<file path="config.mk">
export PLATFORM = sky130hd
export DESIGN_NAME = prng_weight_init
export DESIGN_NICKNAME = d
export VERILOG_FILES = /design/src/rtl/winit_pkg.sv /design/src/rtl/winit_scale.sv /design/src/rtl/prng_weight_init.sv
export SDC_FILE = /design/constraint.sdc
export NUM_CORES = 1
export LEC_CHECK = 0
export BUFFER_PORTS_ARGS = -buffer_cell sky130_fd_sc_hd__buf_2
export CORE_MARGIN = 4
export CORE_UTILIZATION = 30
export CTS_BUF_LIST = sky130_fd_sc_hd__clkbuf_8
export DETAILED_ROUTE_END_ITERATION = 8
export SETUP_SLACK_MARGIN = 0.15
export SYNTH_ARGS = -nofsm -noshare
export SYNTH_HDL_FRONTEND = slang
export SYNTH_SLANG_ARGS = --single-unit
</file>
<file path="constraint.sdc">
create_clock -name clock -period 4.4 [get_ports clock]
set_input_delay 0.44 -clock clock [delete_from_list [all_inputs] [get_ports clock]]
set_output_delay 0.44 -clock clock [all_outputs]
set_load 0.05 [all_outputs]
</file>
<file path="src/rtl/winit_pkg.sv">
// Shared constants and FSM encoding for the PRNG weight-initialisation sequencer.
package winit_pkg;

    localparam int unsigned SHIFT_W         = 4;
    localparam int unsigned DEFAULT_W_WIDTH = 16;

    localparam logic [2:0] ST_IDLE  = 3'd0;
    localparam logic [2:0] ST_FETCH = 3'd1;
    localparam logic [2:0] ST_WAIT  = 3'd2;
    localparam logic [2:0] ST_WRITE = 3'd3;
    localparam logic [2:0] ST_DONE  = 3'd4;

    typedef enum logic [2:0] {
        StIdle  = ST_IDLE,
        StFetch = ST_FETCH,
        StWait  = ST_WAIT,
        StWrite = ST_WRITE,
        StDone  = ST_DONE
    } winit_state_e;

endpackage

</file>
<file path="src/rtl/winit_scale.sv">
// Slices the top W_WIDTH bits of a PRNG sample as Q1.(W_WIDTH-1) and applies a
// saturated arithmetic right shift (truncating, no rounding).
module winit_scale
    import winit_pkg::*;
#(
    parameter int unsigned OUT_size = 32,
    parameter int unsigned W_WIDTH  = DEFAULT_W_WIDTH
) (
    input  logic [OUT_size-1:0] sample_i,
    input  logic [SHIFT_W-1:0]  shift_i,
    output logic [W_WIDTH-1:0]  scaled_o
);

    logic signed [W_WIDTH-1:0] slice;
    logic [SHIFT_W-1:0]        shift_eff;

    assign slice = sample_i[OUT_size-1 -: W_WIDTH];

    always_comb begin
        shift_eff = shift_i;
        if (int'(shift_i) >= int'(W_WIDTH)) begin
            shift_eff = SHIFT_W'(W_WIDTH - 1);
        end
    end

    assign scaled_o = slice >>> shift_eff;

    if (OUT_size > W_WIDTH) begin : g_low_bits
        // Low sample bits carry no weight information at this width.
        logic unused_low;
        assign unused_low = ^sample_i[OUT_size-W_WIDTH-1:0];
    end

endmodule

</file>
<file path="src/rtl/prng_weight_init.sv">
// Fills a weight RAM with scaled PRNG samples, one fetch per word, with a done pulse.
// Optional feature: WINIT_BIAS_ZERO_EN writes the last min(BIAS_WORDS, num_words) words as 0.
module prng_weight_init
    import winit_pkg::*;
#(
    parameter int unsigned OUT_size   = 32,
    parameter int unsigned W_WIDTH    = DEFAULT_W_WIDTH,
    parameter int unsigned ADDR_WIDTH = 10,
    parameter int unsigned FETCH_LAT  = 1,
    parameter int unsigned BIAS_WORDS = 4
) (
    input  logic                  clock,
    input  logic                  reset,
    input  logic                  start,
    input  logic [ADDR_WIDTH-1:0] num_words,
    input  logic [SHIFT_W-1:0]    scale_shift,
    output logic                  busy,
    output logic                  done,
    output logic                  enablePRNG,
    output logic                  fetchNewSample,
    input  logic [OUT_size-1:0]   randomArray,
    output logic                  mem_we,
    output logic [ADDR_WIDTH-1:0] mem_addr,
    output logic [W_WIDTH-1:0]    mem_wdata,
    input  logic                  mem_ready
);

    localparam int unsigned LAT_W = (FETCH_LAT > 1) ? $clog2(FETCH_LAT) : 1;

    winit_state_e          state_q, state_d;
    logic [ADDR_WIDTH-1:0] addr_q, addr_d;
    logic [ADDR_WIDTH-1:0] nwords_q, nwords_d;
    logic [SHIFT_W-1:0]    shift_q, shift_d;
    logic [LAT_W-1:0]      lat_q, lat_d;
    logic [W_WIDTH-1:0]    sample_q, sample_d;
    logic                  busy_q, busy_d;
    logic                  done_q, done_d;
    logic                  fetch_q, fetch_d;
    logic                  we_q, we_d;
    logic [W_WIDTH-1:0]    scaled;
    logic [ADDR_WIDTH-1:0] addr_inc;
    logic                  bias_first;
    logic                  bias_next;

    winit_scale #(
        .OUT_size (OUT_size),
        .W_WIDTH  (W_WIDTH)
    ) u_scale (
        .sample_i (randomArray),
        .shift_i  (shift_q),
        .scaled_o (scaled)
    );

    assign addr_inc = addr_q + 1'b1;

`ifdef WINIT_BIAS_ZERO_EN
    // An address is a bias word when it lies within the last BIAS_WORDS of the fill.
    assign bias_first = int'(num_words) <= int'(BIAS_WORDS);
    assign bias_next  = (int'(nwords_q) - int'(addr_inc)) <= int'(BIAS_WORDS);
`else
    logic unused_bias_words;
    assign unused_bias_words = (BIAS_WORDS != 0);
    assign bias_first        = 1'b0;
    assign bias_next         = 1'b0;
`endif

    always_comb begin
        state_d  = state_q;
        addr_d   = addr_q;
        nwords_d = nwords_q;
        shift_d  = shift_q;
        lat_d    = lat_q;
        sample_d = sample_q;
        unique case (state_q)
            StIdle: begin
                if (start) begin
                    if (num_words == '0) begin
                        state_d = StDone;
                    end else begin
                        addr_d   = '0;
                        nwords_d = num_words;
                        shift_d  = scale_shift;
                        if (bias_first) begin
                            sample_d = '0;
                            state_d  = StWrite;
                        end else begin
                            state_d = StFetch;
                        end
                    end
                end
            end
            StFetch: begin
                lat_d   = LAT_W'(FETCH_LAT - 1);
                state_d = StWait;
            end
            StWait: begin
                if (lat_q == '0) begin
                    sample_d = scaled;
                    state_d  = StWrite;
                end else begin
                    lat_d = lat_q - 1'b1;
                end
            end
            StWrite: begin
                if (mem_ready) begin
                    if (addr_q == nwords_q - 1'b1) begin
                        state_d = StDone;
                    end else begin
                        addr_d = addr_inc;
                        if (bias_next) begin
                            sample_d = '0;
                            state_d  = StWrite;
                        end else begin
                            state_d = StFetch;
                        end
                    end
                end
            end
            StDone:  state_d = StIdle;
            default: state_d = StIdle;
        endcase

        // Outputs are decoded from the next state so they register in step with it.
        busy_d  = (state_d != StIdle);
        done_d  = (state_d == StDone);
        fetch_d = (state_d == StFetch);
        we_d    = (state_d == StWrite);
    end

    always_ff @(posedge clock or negedge reset) begin
        if (!reset) begin
            state_q  <= StIdle;
            addr_q   <= '0;
            nwords_q <= '0;
            shift_q  <= '0;
            lat_q    <= '0;
            sample_q <= '0;
            busy_q   <= 1'b0;
            done_q   <= 1'b0;
            fetch_q  <= 1'b0;
            we_q     <= 1'b0;
        end else begin
            state_q  <= state_d;
            addr_q   <= addr_d;
            nwords_q <= nwords_d;
            shift_q  <= shift_d;
            lat_q    <= lat_d;
            sample_q <= sample_d;
            busy_q   <= busy_d;
            done_q   <= done_d;
            fetch_q  <= fetch_d;
            we_q     <= we_d;
        end
    end

    assign busy           = busy_q;
    assign enablePRNG     = busy_q;
    assign done           = done_q;
    assign fetchNewSample = fetch_q;
    assign mem_we         = we_q;
    assign mem_addr       = addr_q;
    assign mem_wdata      = sample_q;

endmodule

</file>
Yosys cells after proc, flatten, opt, wreduce, memory -nomap -nowiden. Cells that the tools add are included.

$add $sub $neg: 3. Equal/unequal tests: 11. Shift operators: 1. Muxes and demuxes: 13. Bitwise logic cells: 2. Reductions and logical operators: 8.

Operators by type and width (count): 10-bit 2-to-1 mux (4); 10-bit case mux with 2 select lines (1); 16-bit by 4-bit >>> shifter with 16-bit output (1); 3-bit 2-to-1 mux (5); 3-bit case mux with 4 select lines (1); 10-bit by 1-bit adder with 10-bit output, second input constant (1); 10-bit == test (1); 10-bit logical NOT (1); 10-bit by 1-bit subtractor with 10-bit output, second input constant (1); 3-bit by 2-bit == test with 1-bit output, second input constant (3); 2-bit inequality test, second input constant (4); 3-bit by 1-bit == test with 1-bit output, second input constant (2); 5-bit AND reduction (1); 2-bit nonzero test (2); 3-bit == test, second input constant (1); 3-bit logical NOT (1); 3-bit AND reduction (1); 3-bit nonzero test (1); 1-bit inverter (2); 1-bit case mux with 2 select lines (1); 2-bit AND reduction (1); 1-bit 2-to-1 mux (1); 1-bit subtractor, second input constant (1).

Register bits: 48. Output and inout bits: 31.

Logic depth before layout (Yosys ltp). Gate-level depths: netlist (run 1).

Word-level depth: 6. Mapped depth: 9.

Modules after synthesis. Synthesis (run 1) repeated with hierarchy kept, for this count alone.

Cell total of the unflattened synthesis: 344. Area, all modules: 3199.3 sq um.

By module, submodules not included: prng_weight_init (instances 1, cells an instance 236, area each 2293.4 sq um, seq. area each 1176.1 sq um); winit_scale (instances 1, cells an instance 108, area each 905.9 sq um, seq. area each 0.0 sq um).

Least setup slack after synthesis (run 1). Ideal clock, no wire load.

Path type: register to register. From: reg addr_q[6], in the netlist mem_addr[6]. To: reg addr_q[1], in the netlist mem_addr[1]. Library setup time: 122 ps. Arrival time: 2260 ps. Data required time: 4278 ps. Setup slack: 2018 ps. Stages on the path, launching flop included: 9. Path buffers: 1. Path through: dfrtp_1 > clkbuf_2 > or2b_2 > a2111oi_4 > nor2_2 > a32o_2 > or3_4 > nand4_1 > o21ai_1.

Cells in the longest elaborated chain, start to end: 3.

RTL lines: start: declaration (RTL line prng_weight_init.sv:31) `logic [ADDR_WIDTH-1:0] addr_q, addr_d;`; start signal: assignment (RTL line prng_weight_init.sv:144) `addr_q <= addr_d;`; 10-bit == test (RTL line prng_weight_init.sv:106) `if (addr_q == nwords_q - 1'b1) begin`; 2-bit inequality test (no line); 5-bit AND reduction (no line).

No other way between the ends. A chain may end at the register's enable or synchronous reset.

Worst setup path in the final report (run 1).
From: reg nwords_q[0]. To: reg addr_q[3], in the netlist mem_addr[3].

Cells in the longest elaborated chain, start to end: 4.

RTL lines: start: declaration (RTL line prng_weight_init.sv:32) `logic [ADDR_WIDTH-1:0] nwords_q, nwords_d;`; start signal: assignment (RTL line prng_weight_init.sv:145) `nwords_q <= nwords_d;`; 10-bit by 1-bit subtractor with 10-bit output (RTL line prng_weight_init.sv:106); 10-bit == test (RTL line prng_weight_init.sv:106); 2-bit inequality test (no line); 5-bit AND reduction (no line).

No other way between the ends.

==> results of run 1 <==
[synthesized netlist by cell type (6+ instances only)]
library cell and number:
a211oi_1 6, a21oi_1 14, clkbuf_1 14, dfrtp_1 47, inv_1 7, mux2_2 18, mux2i_1 18, nand2_1 33
nand4_1 7, nor2_1 31, o21ai_0 36, xnor2_1 6, xor2_1 10
[flip-flops by register name (all words and copies together) (netlist names)]
register	flops
busy	1
done	1
fetchNewSample	1
mem_addr	10
mem_wdata	16
mem_we	1
nwords_q	10
shift_q	4
state_q	3
[through the flow]
step	instances	hold WS, ps
4_1_cts	498	345.8
3_5_place_dp	491	465.2
3_3_place_gp	491	457.5
2_1_floorplan	318	144.4
6_report	498	320.1
5_1_grt	498	355.3
[cell type report]
| cell class | instances | share of cell area [%] |
|---|---|---|
| Multi-Input combinational cell | 242 | 47.50 |
| Timing Repair Buffer | 66 | 9.853 |
| Sequential cell | 47 | 34.56 |
| Tap cell | 129 | 4.743 |
| Clock inverter | 1 | 0.1471 |
| Clock buffer | 6 | 2.426 |
| Inverter | 7 | 0.7721 |
[worst max-delay path by stage]
stage	from	to	slack (ps)	cells past startpoint
3_3_place_gp	nwords_q[0]	mem_addr[3]	1940	9
5_1_grt	nwords_q[0]	mem_addr[3]	1530	9
4_1_cts	nwords_q[0]	mem_addr[3]	1880	9
3_5_place_dp	nwords_q[0]	mem_addr[3]	1900	9
2_1_floorplan	mem_addr[6]	mem_addr[1]	2020	8
6_report	nwords_q[0]	mem_addr[3]	1890	9
[per-layer routing]
metal | up-vias | global-route usage, %
met5 | - | 0
met4 | 0 | 3.379
met3 | 6 | 2.854
met2 | 50 | 19.14
met1 | 1151 | 17.52
li1 | 1239 | -
[power by group through the flow]
stage | clock network [mW] | logic (mW) | registers [mW]
6_report | 0.261 | 1.45 | 0.879
3_3_place_gp | 0 | 1.44 | 0.883
3_5_place_dp | 0 | 1.46 | 0.892
4_1_cts | 0.277 | 1.46 | 0.881
2_1_floorplan | 0 | 0.928 | 1.11
5_1_grt | 0.290 | 1.59 | 0.924
[cells by family after synthesis]
family	synth area share, %
compound gates	17.05
xor+xnor	4.809
fa+ha+maj	0.8586
buf+inv	4.379
flops	40.36
mux	14.68
simple gates	17.86
[worst reg2reg max path, delay by kind of cell (launching register included)]
family	cells	cell delay, ps
AOI/OAI and AO/OA	5	1100
and+or+nand+nor	2	530
DFF	1	440
adders and majority gates	1	280
buffers and inverters	1	100
==> reports/qor.txt, run 1 <==
Util after Layout - 36.49%
placed cell area - 3316 µm²
RR Endpoint - mem_addr[3]
Worst Skew - 6.313 ps
Die Area - 11350 µm²
core area - 9328 µm²
Reg area - 1176 µm²
Syn Nets - 370
Power Dens Cells - 760.2 nW/µm²
Final Critical Period - 2505 ps
met2 wire len - 2958 µm
Top Metal Used - met4
critical path buffer and inverter count - 1
P_sw - 1.314 mW
Max Cap Viol - 0
drt first pass iters - 4
Post-DP HPWL - 5344 µm
largest net degree at the start of global routing - 48
internal power - 1.273 mW
Final Net Count - 421
Max Fclk - 399.1 MHz
# IOs - 81
CTS buffer count - 5
fraction of registers with async set/reset - 100.0%
# port buffers - 64
wl on met1 - 3435 µm
Post-synth EDFFs - 0
Core Rows - 35
slowest cell delay on critical path - 600 ps
clock sink count - 47
Synth area leader - dfrtp_1
first-pass GRT wire length - 11520 µm
Peak supply drop - 0.2417 mV
final slew viol count - 0
Reg power frac - 34.0%
dpl ws - 1896 ps
fillers - 977
Mapped Area - 2914 µm²
Hold Vio Cnt, Final - 0
P&R area growth vs syn - 16.79%
register bit total from synthesis - 47
Die Wd - 106.6 µm
WP data arrival - 2720 ps
commonest non-fill, non-tap cell in the layout - buf_2
gp weighted congestion - 0.8075
WS Path Type - reg2reg
Die H - 106.6 µm
Final Cell Area - 3403 µm²
Gate power share - 55.9%
DR vias/cell - 4.912
RR Startpoint - nwords_q[0]
clock power share - 10.1%
Cell Chain, Critical Path - inv_1 -> ha_1 -> o21bai_1 -> a31oi_1 -> o21ai_0 -> a41oi_1 -> nor2_1 -> or3_1 -> a21oi_1
share of the synthesized area in the top cell type - 40.36%
average cell area after synthesis - 9.164 µm²
via count - 2446
metal3 WL - 366 µm
Reg2Reg Depth - 9
Syn Inst Count - 318
flop2flop setup slack - 1890 ps
Hold Crit Class - in2async
wire per inst - 13.74 µm
setup TNS - 0 ps
Relative slew margins - 30.75%
Synth cell types - 51
switch share - 50.80%
PostCTS Resize Cnt - 0
final WL - 6842 µm
clock root cell - clkbuf_8
Detail Route Antenna Nets - 0
yosys warns - 0
CP Launch Type - flop
Overflow after GRT - 0
fin crit share - 56.94%
final setup margin - 1895 ps
Leak - 1.527 nW
Multi-input gate area - 1617 µm²
# H-tree levels - 2
diode count - 0
initial antenna violation count - 0
ys flop type - dfrtp_1
Critical-path top delay cell - a41oi_1
status - complete, no violations
Clock Latency Late Sink - 290 ps
CTS clk-pin slew, worst paths - 80 ps
Slew @ Worst Pin - 1039 ps
share of cells above drive strength 1 - 28.18%
number of global-route vias before repair - 2398
largest cells by area after synthesis - dfrtp_1, mux2_2, mux2i_1
1st-iter DRT viols - 116
crit path capture type - flop
CP delay by family, top - compound AO/OA/AOI/OAI gates
CTS tree - built
final setup fails - 0
DR DRC count - 0
Post CTS Setup Buffer Count - 0
total power - 2.587 mW
GR Util All Layers - 12.42%
sequential share of the synthesized area - 40.36%
Starting Density - 31.24%
clk buf depth - 2
CP required - 4610 ps
commonest cells after routing, fill and taps aside - buf_2, dfrtp_1, o21ai_0
RSZ-0062 raised after global routing - false
Critical Path Fanout Max - 8
hold-fix buffer count after cts - 0
Note: power is estimated with default switching activity, not from simulation.
==> run 2, diff against run 1 <==
Clock period 4.4 ns to 2.54 ns, I/O delays scaled along.
==> run 2 against run 1 <==
Compared with the run above: non-clock buffer count is 18 higher; clock skew hardly changed; sequential power is 67% higher; largest cell class unchanged.
==> reports/qor.txt, run 2 (same netlist as run 1, synthesis figures left out) <==
Hold Vio Cnt, Final - 0 (unchanged)
Final Net Count - 439 (+4.3%)
gp weighted congestion - 0.7970 (-1.3%)
final setup fails - 0 (unchanged)
WP data arrival - 2530 ps (-190 ps)
Die Area - 11350 µm² (unchanged)
commonest cells after routing, fill and taps aside - buf_2, dfrtp_1, o21ai_0
DR DRC count - 0 (unchanged)
drt first pass iters - 4 (unchanged)
P&R area growth vs syn - 24.00%
CP Launch Type - flop
crit path capture type - flop
Top Metal Used - met4
Die H - 106.6 µm (unchanged)
via count - 2556 (+4.5%)
share of cells above drive strength 1 - 32.99% (+4.8 points)
largest net degree at the start of global routing - 28 (-42%)
Post-DP HPWL - 5761 µm (+7.8%)
DR vias/cell - 4.944 (+0.66%)
flop2flop setup slack - 200 ps (-1690 ps)
placed cell area - 3406 µm² (+2.7%)
core area - 9328 µm² (unchanged)
RR Startpoint - nwords_q[3]
Non-Filler Instances - 517 (+3.8%)
clock root cell - clkbuf_8
Core Rows - 35 (unchanged)
final slew viol count - 0 (unchanged)
final WL - 7482 µm (+9.4%)
fin crit share - 91.97% (+35 points)
CTS buffer count - 5 (unchanged)
# IOs - 81 (unchanged)
status - complete, no violations
Final Critical Period - 2336 ps (-169.2 ps)
wl on met1 - 3767 µm (+9.7%)
Detail Route Antenna Nets - 0 (unchanged)
Leak - 1.633 nW (+6.9%)
Peak supply drop - 0.3814 mV (+58%)
Reg area - 1179 µm² (+0.21%)
max reg flops - 16 (unchanged)
setup TNS - 0 ps (unchanged)
Clock Latency Late Sink - 300 ps (about the same)
initial antenna violation count - 0 (unchanged)
WS Path Type - reg2reg
Slew @ Worst Pin - 738.9 ps (-299.8 ps)
1st-iter DRT viols - 91 (-22%)
# port buffers - 64 (unchanged)
Overflow after GRT - 0 (unchanged)
Power Dens Cells - 1351 nW/µm² (+78%)
met2 wire len - 3249 µm (+9.8%)
fillers - 943 (-3.5%)
number of global-route vias before repair - 2468 (+2.9%)
Worst Skew - 6.431 ps (+0.1186 ps)
# H-tree levels - 2 (unchanged)
first-pass GRT wire length - 12190 µm (+5.7%)
critical path startpoint - nwords_q[3]
metal3 WL - 360 µm (-1.6%)
placed cells - 503 (+2.4%)
RSZ-0062 raised after global routing - true
wire per inst - 14.47 µm (+5.3%)
Die Wd - 106.6 µm (unchanged)
diode count - 0 (unchanged)
Max Fclk - 428.1 MHz (+7.2%)
clock sink count - 47 (unchanged)
Final Cell Area - 3613 µm² (+6.2%)
CTS clk-pin slew, worst paths - 90 ps (about the same)
Max Cap Viol - 0 (unchanged)
clk buf depth - 2 (unchanged)
GR Util All Layers - 13.11% (+0.69 points)
Critical Path Fanout Max - 8 (unchanged)
Multi-input gate area - 1657 µm² (+2.5%)
min-delay src - scale_shift[0]
dpl ws - 31.02 ps (-1865 ps)
final setup margin - 203.8 ps (-1691 ps)
Hold Crit Class - in2reg
commonest non-fill, non-tap cell in the layout - buf_2
Relative slew margins - 50.74% (+20 points)
CP required - 2730 ps (-1880 ps)
CTS tree - built
Starting Density - 31.24% (unchanged)
-- run 2: path summary, 6_finish.rpt --
kind,to,depth (start not counted)
min in group asynchronous,mem_addr[9],2
worst min-delay path,shift_q[0],3
worst max-delay path,mem_addr[1],7
worst max register to register,mem_addr[1],7
worst min register to register,mem_wdata[13],2
max in group asynchronous,mem_wdata[4],3
-- run 2: per-layer routing --
| metal | up-vias | GRT usage (%) |
|---|---|---|
| met5 | - | 0 |
| met4 | 0 | 4.475 |
| met3 | 9 | 2.429 |
| met2 | 55 | 19.00 |
| met1 | 1217 | 19.45 |
| li1 | 1275 | - |
-- run 2: critical path, stage by stage, from the launching register on --
cell	delay, ps
dfrtp_2	450
or4_4	570
a2111oi_4	310
nor2_2	70
a32o_2	330
or3_4	360
nand4_1	100
o21ai_1	60
-- run 2: cell type report --
| cell class | count | area share [%] |
|---|---|---|
| clock inverter | 2 | 0.9695 |
| inverter | 7 | 0.7271 |
| tap | 129 | 4.467 |
| sequential | 47 | 32.62 |
| clock buffer | 6 | 2.285 |
| timing repair buffer | 84 | 13.09 |
| multi-input combinational | 242 | 45.84 |
-- run 2: what timing repair did --
action                     in CTS  in global routing
pin swaps                       0                  2
setup endpoints to repair       6                 11
hold buffers                    1                  0
setup buffers                   0                  5
hold endpoints to repair       25                  0
resized for setup               2                  8
-- run 2: per-stage QoR --
stage	util, %	power [mW]	hold WS [ps]
after global placement	36.51	4.121	303.4
after global routing	38.74	5.267	175.4
after CTS	37.96	4.780	155.2
after detailed placement	36.51	4.175	308.7
after floorplan	-	3.526	-41.59
final	38.74	4.881	171.5
-- run 2: where the power goes --
part / internal, mW / leakage (nW) / switching [mW]
Combinational: 1.07 / 0.992 / 1.77
Clock: 0.319 / 0.0612 / 0.253
Sequential: 1.06 / 0.580 / 0.412
Total: 2.45 / 1.63 / 2.43
==> run 3, diff against run 2 <==
Settings changed: BUFFER_PORTS_ARGS -buffer_cell sky130_fd_sc_hd__buf_2 to unset, DONT_BUFFER_PORTS set to 1.
==> run 3 against run 2 <==
Compared with the run above: clock-buffer cell count shrank 1; total power fell by 8.6%; critical path depth stayed put; die area stayed put; clock power decreased by 25%; final cell count shrank 12%; utilization is 3.9 points lower; routed wire length shrank 0.94%; first-iteration DRC count is 54% higher; maximum frequency decreased by 2.0%; non-clock buffer count fell by 63; clock skew fell by 0.97 ps; critical path type unchanged.
==> reports/qor.txt, run 3 (same netlist as run 1, synthesis figures left out) <==
final WL - 7412 µm (-0.94%)
Reg area - 1177 µm² (-0.11%)
wire per inst - 16.33 µm (+13%)
Slew @ Worst Pin - 878.5 ps (+139.6 ps)
diode count - 0 (unchanged)
status - complete, no violations
Worst Skew - 5.464 ps (-0.9679 ps)
final setup fails - 0 (unchanged)
Relative slew margins - 41.47% (-9.3 points)
fillers - 962 (+2.0%)
final slew viol count - 0 (unchanged)
# H-tree levels - 2 (unchanged)
Die Area - 11350 µm² (unchanged)
CTS clk-pin slew, worst paths - 90 ps (about the same)
Final Critical Period - 2383 ps (+47.07 ps)
Core Rows - 35 (unchanged)
clock power share - 9.7% (-2.0 points)
Reg power frac - 45.7% (+16 points)
Non-Filler Instances - 454 (-12%)
1st-iter DRT viols - 140 (+54%)
# port buffers - 0 (-100%)
total power - 4.463 mW (-8.6%)
CTS buffer count - 5 (unchanged)
GR Util All Layers - 13.63% (+0.52 points)
Starting Density - 31.24% (unchanged)
largest net degree at the start of global routing - 48 (+71%)
initial antenna violation count - 0 (unchanged)
Die Wd - 106.6 µm (unchanged)
switch share - 52.03% (+2.2 points)
CP Launch Type - flop
min-delay src - mem_ready
CTS tree - built
max reg flops - 16 (unchanged)
fin crit share - 93.83% (+1.9 points)
Die H - 106.6 µm (unchanged)
Clock Latency Late Sink - 300 ps (about the same)
Detail Route Antenna Nets - 0 (unchanged)
hold path depth - 1 (-2)
Peak supply drop - 0.3097 mV (-19%)
commonest non-fill, non-tap cell in the layout - dfrtp_1
RSZ-0062 raised after global routing - true
first-pass GRT wire length - 12570 µm (+3.2%)
Multi-input gate area - 1620 µm² (-2.2%)
P_sw - 2.322 mW (-4.6%)
Hold Vio Cnt, Final - 0 (unchanged)
WS Path Type - reg2reg
flop2flop setup slack - 160 ps (-50 ps)
crit path capture type - flop
internal power - 2.141 mW (-13%)
RR Endpoint - mem_addr[1]
drt first pass iters - 4 (unchanged)
Post-DP HPWL - 5671 µm (-1.6%)
Util after Layout - 34.81% (-3.9 points)
Max Cap Viol - 0 (unchanged)
Power Dens Cells - 1375 nW/µm² (+1.8%)
RR Startpoint - nwords_q[1]
Final Net Count - 376 (-14%)
commonest cells after routing, fill and taps aside - dfrtp_1, o21ai_0, nand2_1
Critical Path Fanout Max - 8 (unchanged)
placed cells - 441 (-12%)
clock sink count - 47 (unchanged)
setup TNS - 0 ps (unchanged)
Reg2Reg Depth - 7 (unchanged)
DR DRC count - 0 (unchanged)
Overflow after GRT - 0 (unchanged)
DR vias/cell - 5.117 (+3.5%)
# IOs - 81 (unchanged)
end of the worst hold path - mem_we
Max Fclk - 419.6 MHz (-2.0%)
gp weighted congestion - 0.8051 (+1.0%)
Hold Crit Class - in2reg
via count - 2323 (-9.1%)
Gate power share - 44.6% (-13 points)
CP required - 2730 ps (about the same)
P&R area growth vs syn - 11.42%
clk buf depth - 2 (unchanged)
WP data arrival - 2570 ps (+40 ps)
clock root cell - clkbuf_8
Leak - 1.363 nW (-16%)
number of global-route vias before repair - 2281 (-7.6%)
core area - 9328 µm² (unchanged)
share of cells above drive strength 1 - 18.15% (-15 points)
run 3: layout make-up:
| class | count | area share (%) |
|---|---|---|
| well taps | 129 | 4.971 |
| clock inverters | 3 | 0.3854 |
| flip-flops and latches | 47 | 36.26 |
| repair buffers | 21 | 5.549 |
| inverters | 7 | 0.8092 |
| clock buffers | 5 | 2.119 |
| multi-input cells | 242 | 49.90 |
run 3: worst max path at each step:
stage           startpoint          end  slack (ps)  cells after the start
2_1_floorplan  mem_addr[6]  mem_addr[1]         160                      8
5_1_grt        nwords_q[1]  mem_addr[1]           4                      7
6_report       nwords_q[1]  mem_addr[1]         160                      7
3_3_place_gp   nwords_q[0]  mem_addr[1]         220                      7
4_1_cts        nwords_q[0]  mem_addr[1]         180                      7
3_5_place_dp   nwords_q[0]  mem_addr[1]         190                      7
run 3: routing by layer:
metal	vias up	global-route usage, %	part of all wire, %
met3	8	4.250	8.6
met4	0	4.384	1.6
li1	1149	-	-
met5	-	0	0
met1	1098	19.39	47
met2	68	19.64	43
run 3: critical path, cell delays in order, from the launching register on:
cell	delay [ps]
dfrtp_1	410
or4_1	540
a2111oi_1	380
nor2_1	130
a32o_2	310
or3_4	360
nand4_1	90
o21ai_1	60
run 3: stage by stage:
stage | area, µm² | hold WS (ps) | worst slack [ps]
global placement | 3100 | -40.58 | 215.4
finish | 3247 | 38.43 | 156.8
CTS | 3219 | 24.16 | 175.7
floorplan | 2914 | -41.59 | 158.1
detailed placement | 3100 | -40.76 | 186.1
global route | 3247 | 28.67 | 3.904
run 3: repair_timing:
action                                  4_1_cts  5_1_grt
endpoints found under the setup margin        0       12
setup buffers                                 0        3
hold buffers                                  2        0
endpoints found under the hold margin        47        0
resized for setup                             0        5
run 3: power groups by stage:
stage	clock network [mW]	registers, mW	logic, mW
4_1_cts	0.458	2.05	1.94
2_1_floorplan	0	1.92	1.61
5_1_grt	0.486	2.12	2.24
6_report	0.431	2.04	1.99
3_5_place_dp	0	2.07	1.91
3_3_place_gp	0	2.05	1.88
